[src/rtl/serial_subtractor.sv]
// Bit-serial LSB-first subtractor: x - y - bin over WIDTH cycles through one
// full-subtractor cell, with a start/busy/done handshake and registered flags.
module serial_subtractor #(
    parameter int WIDTH = 4
) (
    input  logic             clk,
    input  logic             rst_n,
    input  logic             start,
    input  logic [WIDTH-1:0] x,
    input  logic [WIDTH-1:0] y,
    input  logic             bin,
    output logic             busy,
    output logic             done,
    output logic [WIDTH-1:0] d,
    output logic             bout,
    output logic             ovf,
    output logic             zero
);

    localparam int CW = (WIDTH > 2) ? $clog2(WIDTH) : 1;

    typedef enum logic [1:0] {IDLE, RUN, DONE} state_t;

    // Handshake: start is accepted on any edge where the block is not in RUN
    // (IDLE or DONE); busy is high exactly while bits are processed, and done
    // is a one-cycle pulse on which d/bout/ovf/zero are already valid.
    state_t           state, state_nxt;
    logic [WIDTH-1:0] sx, sy, res, res_nxt;
    logic [CW-1:0]    cnt;
    logic             br, br_nxt, diff_bit, last_bit, accept;
    logic             x_msb, y_msb;

    assign diff_bit = sx[0] ^ sy[0] ^ br;
    assign br_nxt   = (~sx[0] & sy[0]) | (~sx[0] & br) | (sy[0] & br);
    assign res_nxt  = {diff_bit, res[WIDTH-1:1]};
    assign last_bit = (cnt == CW'(WIDTH - 1));
    assign accept   = start && (state != RUN);

    always_comb begin
        state_nxt = state;
        case (state)
            IDLE:    if (start) state_nxt = RUN;
            RUN:     if (last_bit) state_nxt = DONE;
            DONE:    state_nxt = start ? RUN : IDLE;
            default: state_nxt = IDLE;
        endcase
    end

    always_ff @(posedge clk or negedge rst_n) begin
        if (!rst_n) state <= IDLE;
        else        state <= state_nxt;
    end

    always_ff @(posedge clk or negedge rst_n) begin
        if (!rst_n) begin
            sx    <= '0;
            sy    <= '0;
            res   <= '0;
            cnt   <= '0;
            br    <= 1'b0;
            x_msb <= 1'b0;
            y_msb <= 1'b0;
            busy  <= 1'b0;
            done  <= 1'b0;
            d     <= '0;
            bout  <= 1'b0;
            ovf   <= 1'b0;
            zero  <= 1'b0;
        end else begin
            busy <= (state_nxt == RUN);
            done <= (state_nxt == DONE);
            if (accept) begin
                sx    <= x;
                sy    <= y;
                br    <= bin;
                x_msb <= x[WIDTH-1];
                y_msb <= y[WIDTH-1];
                res   <= '0;
                cnt   <= '0;
            end else if (state == RUN) begin
                sx  <= sx >> 1;
                sy  <= sy >> 1;
                br  <= br_nxt;
                res <= res_nxt;
                cnt <= cnt + 1'b1;
                // Outputs move only here, so partial results never show.
                if (last_bit) begin
                    d    <= res_nxt;
                    bout <= br_nxt;
                    ovf  <= (x_msb != y_msb) && (res_nxt[WIDTH-1] != x_msb);
                    zero <= (res_nxt == '0);
                end
            end
        end
    end

endmodule

[config.mk]
export PLATFORM = sky130hd
export DESIGN_NAME = serial_subtractor
export DESIGN_NICKNAME = d
export VERILOG_FILES = /design/src/rtl/serial_subtractor.sv
export SDC_FILE = /design/constraint.sdc
export NUM_CORES = 1
export LEC_CHECK = 0
export ABC_AREA = 1
export CORE_MARGIN = 1
export CORE_UTILIZATION = 50
export CTS_CLUSTER_DIAMETER = 200
export CTS_CLUSTER_SIZE = 12
export DETAILED_ROUTE_END_ITERATION = 12
export DONT_BUFFER_PORTS = 1
export GPL_TIMING_DRIVEN = 0
export HOLD_SLACK_MARGIN = 0.1
export PLACE_DENSITY = 0.7
export REMOVE_ABC_BUFFERS = 1
export SYNTH_ARGS = -nofsm -noshare
export SYNTH_HDL_FRONTEND = slang
export SYNTH_SLANG_ARGS = --single-unit
[constraint.sdc]
create_clock -name clk -period 3.4 [get_ports clk]
set_input_delay 0.68 -clock clk [delete_from_list [all_inputs] [get_ports clk]]
set_output_delay 0.68 -clock clk [all_outputs]
set_load 0.01 [all_outputs]
==> Yosys cells after proc, flatten, opt, wreduce, memory -nomap -nowiden <==
Cells that the tools add are included.
{ "word_totals": {"output_inout_bits": 9, "word_cells": 52, "reg_bits": 28, "in_bits": 12} }
{ "classes": {"addsub": 1, "muxes": 14, "eq_ne": 8, "n_bitwise": 9, "reduce_logical": 6} }
{ "ops": {"columns": ["cell", "count"], "rows": [
  ["$mux 4", 6],
  ["$mux 2", 4],
  ["$eq 2x2->1 const B", 3],
  ["$pmux 2 s3", 1],
  ["$eq 2x1->1 const B", 2],
  ["$logic_not 4->1", 1],
  ["$and 1x1->1", 3],
  ["$mux 1", 3],
  ["$reduce_and 3->1", 1],
  ["$add 2x1->2 const B", 1],
  ["$logic_and 1x1->1", 2],
  ["$logic_not 2->1", 1],
  ["$ne 1x1->1", 2],
  ["$ne 2x1->1 const B", 1],
  ["$not 1->1", 2],
  ["$or 1x1->1", 2],
  ["$reduce_bool 2->1", 1],
  ["$xor 1x1->1", 2]
]} }

==> Longest topological paths before layout <==
{ "logic_depth": {"ltp_word": 6, "mapped_depth": 7, "mapped_depth_nobuf": 7} }

==> Worst setup path after synthesis <==
OpenSTA, ideal clock, no wires.
{ "synth_path": {"path_kind": "register to register", "start": "reg sx[0]", "end": "reg ovf", "arrival_time_ns": 1.231, "stages_incl_launch_ff": 7, "synth_period_minus_slack_ns": 1.347, "t_required_ns": 3.283, "path_slack_ns": 2.053, "path_cell_list": "dfrtp_1 -> fa_1 -> inv_1 -> nand3_1 -> nand2_1 -> nand2_1 -> nand2_1"} }
{ "synth_via": {"elab_chain_len": 4} }
{ "synth_rtl": {"columns": ["element", "line", "text"], "rows": [
  ["start: declaration", "28", "logic [WIDTH-1:0] sx, sy, res, res_nxt;"],
  ["start signal: assignment", "81", "sx <= sx >> 1;"],
  ["$xor 1x1->1 (2 in series)", "33", "assign diff_bit = sx[0] ^ sy[0] ^ br;"],
  ["named net diff_bit", "30", "logic br, br_nxt, diff_bit, last_bit, accept;"],
  ["$ne 1x1->1", "90", "ovf <= (x_msb != y_msb) && (res_nxt[WIDTH-1] != x_msb);"],
  ["$logic_and 1x1->1", "90", null],
  ["end signal: assignment", "90", null],
  ["end: declaration", "16", "output logic ovf,"]
]} }
The timed path passes the listed nets, and every way through them passes these cells.
A chain may end at the register's enable or synchronous reset.

==> Worst setup path in the final report <==
{ "layout_path": {"start": "reg cnt[0]", "end": "reg ovf"} }
{ "layout_via": {"elab_chain_len": 2} }
{ "layout_rtl": {"columns": ["element", "line", "text"], "rows": [
  ["start: declaration", "29", "logic [CW-1:0] cnt;"],
  ["start signal: assignment", "85", "cnt <= cnt + 1'b1;"],
  ["$eq 2x2->1", "36", "assign last_bit = (cnt == CW'(WIDTH - 1));"],
  ["$reduce_and 3->1 (no source line)", null, null]
]} }
No other way between the ends.

==> metrics <==
status finished clean; Max Freq 0.667 GHz; combinational fraction of design power approximately 36%; largest cells by area after synthesis dfrtp_1, nand2_1, nand3_1, buf_6, inv_1; CTS sink count 27; Placed Cells 153; # rows 17; CP max stage delay 0.43 ns; Crit Path Class register to register; gr ovfl total 0; crit-path most repeated cell nand2_1; Syn Area/Cell 9.04 sq um; Final GP Congestion 0.716; Synth area leader dfrtp_1; CP delay by family, top simple AND/OR/NAND/NOR gates; synth unique cells 15; Netlist Area Pre-Place 0.00117 sq mm; Detailed Routing Iterations Pass 1 4; HPWL after DPL approximately 1400 um; Final period util 44.1%; Critical path buffers and inverters 1; VDD IR-drop max 0.000463 V; IO Pins 21; post-synth top area share 57.9%; relative slew slack 67.4%; Die Width 50.3 um; register area share after synthesis 57.9%; P_sw 0.000472 W; Final Max Slew Viols 0; CP cell instances ha_1 -> nand3_1 -> inv_1 -> nand2_1 -> nand2_1; final setup TNS 0 ns; Setup Skew approximately 0.0043 ns; Worst-Margin Slew 0.488 ns; Crit Reg-Reg Startpoint cnt[0]$_DFFE_PN0P_; share of cells above drive strength 1 9.23%; non-filler instance count after layout 158; Syn Inst Count approximately 130; detailed-route via count 821; Cell Int Power around 0.00065 W; CP max-delay cell dfrtp_1; DIE AREA 0.00253 sq mm; Hold Path Class input port to asynchronous set/reset pin; Die Ht approximately 50 um; DRC Markers 0; clock power share between 10% and 20%; area grow syn2layout 3.43%; vias in the first global route 808; CP Max Fanout 12; Setup-failing EPs final 0; first-pass GRT wire length 3570 um; routed wire length between 2000 and 2500 um; MaxCap Viol Count 0; worst setup path start cnt[0]$_DFFE_PN0P_; most common cell after layout, fill and taps aside nand2_1; Routed WL per cell about 13 um; minimum clock period roughly 1.5 ns; CTS Root Cell clkbuf_4; clk buf depth 2; # nets final 145; initial core utilization between 50 and 60%; CP startpoint kind register; Sequential Power Share 51.1%; pwr dens 930 mW/mm^2; Via density 5.20; largest net degree at the start of global routing 28; Net Sw Frac between 40% and 50%; gr usage total 19.5%; initial antenna violation count 0; number of port buffers 0; Reg clk slew, reported paths roughly 0.15 ns; most frequent cells in the layout nand2_1, dfrtp_1, nand3_1; RSZ-0062 raised after global routing no; Post-CTS Setup Bufs 0; Worst setup EP type register; critical path data required time between 3 and 4 ns; CP arrival approximately 1.7 ns; core area 0.00221 sq mm; Syn. warnings 0; remaining antenna violation count after routing 0; TritonCTS buffer count 3; CTS tree done; CTS H-Tree Depth 1; Hold Fails Final Rpt 0; initial detailed-routing violation count 16; Worst-Skew Late Latency between 0.3 and 0.4 ns; leakage dissipation 0.652 nW; register bit count reported by yosys 27; # diodes 0
==> kinds of logic after synthesis <==
kind of cell | count (synthesis) | synth area share (%)
AOI/OAI and AO/OA | 6 | 3.43
DFF | 27 | 57.9
buffers and inverters | 17 | 8.05
adders and majority gates | 2 | 2.79
and+or+nand+nor | 77 | 27.8
==> final timing paths <==
| path | end | slack [ns] | cells past startpoint |
|---|---|---|---|
| setup / recovery | ovf$_DFFE_PN0P_ | 1.90 | 5 |
| hold / removal | sx[1]$_DFFE_PN0P_ | 0.14 | 1 |
| setup reg to reg | ovf$_DFFE_PN0P_ | 1.90 | 5 |
| hold reg to reg | sy[3]$_DFFE_PN0P_ | 0.50 | 2 |
| max in group asynchronous | cnt[0]$_DFFE_PN0P_ | 3.11 | 1 |
| min in group clk | sy[3]$_DFFE_PN0P_ | 0.47 | 2 |
==> final cells by class <==
| cell class | count | area (sq um) |
|---|---|---|
| clock buffers | 3 | 22.5 |
| clock inverters | 1 | 7.51 |
| fillers | 212 | 1010 |
| inverters | 13 | 48.8 |
| multi-input cells | 85 | 397 |
| flip-flops and latches | 27 | 676 |
| well taps | 28 | 35.0 |
| repair buffers | 1 | 20.0 |
==> metal layers <==
metal,track usage [%],part of all wire (%),up-vias
li1,-,-,410
met5,0,0,-
met4,12.5,2.5,0
met3,3.33,3.9,4
met2,30.7,48,13
met1,24.8,46,394
==> registers in the layout, indices dropped and copies added, names as in the netlist, 2 cells and up <==
name   count
d          4
sy         4
sx         4
res        3
cnt        2
state      2
==> synthesized netlist by cell type <==
library cell   n
nand3_1       24
nor2_1         3
inv_1         10
a21oi_1        1
o21ai_2        2
dfrtp_1       27
nand2_1       48
inv_2          3
nand2_2        1
fa_1           1
o22ai_1        2
o21ai_0        1
buf_6          4
nor2_2         1
ha_1           1
==> stage by stage <==
| stage | utilization, % | setup slack, ns | total power (W) | hold slack [ns] | instance area, sq um |
|---|---|---|---|---|---|
| floorplan | - | 2.05 | 0.000879 | 0.384 | 1120 |
| global placement | 52.3 | 1.95 | 0.000955 | 0.385 | 1160 |
| detailed placement | 52.3 | 1.93 | 0.000982 | 0.385 | 1160 |
| CTS | 54.5 | 1.92 | 0.00113 | 0.129 | 1210 |
| global route | 54.5 | 1.76 | 0.00122 | 0.132 | 1210 |
| finish | 54.5 | 1.90 | 0.00112 | 0.136 | 1210 |
==> power by group through the flow <==
stage | logic (W) | registers [W] | clock network (W)
after floorplan | 0.000321 | 0.000559 | 0
after global placement | 0.000380 | 0.000575 | 0
after detailed placement | 0.000400 | 0.000582 | 0
after CTS | 0.000410 | 0.000575 | 0.000149
after global routing | 0.000474 | 0.000590 | 0.000155
final | 0.000403 | 0.000574 | 0.000146
==> worst reg2reg max path, cell delays in order (launching register included) <==
cell	delay, ns
dfrtp_1	0.43
ha_1	0.24
nand3_1	0.36
inv_1	0.20
nand2_1	0.12
nand2_1	0.05
==> repair_timing <==
item	in CTS	in global routing
hold endpoints to repair	27	0
resized for setup	0	0
hold buffers	1	0
No activity file was read; power rests on OpenSTA's default activity.
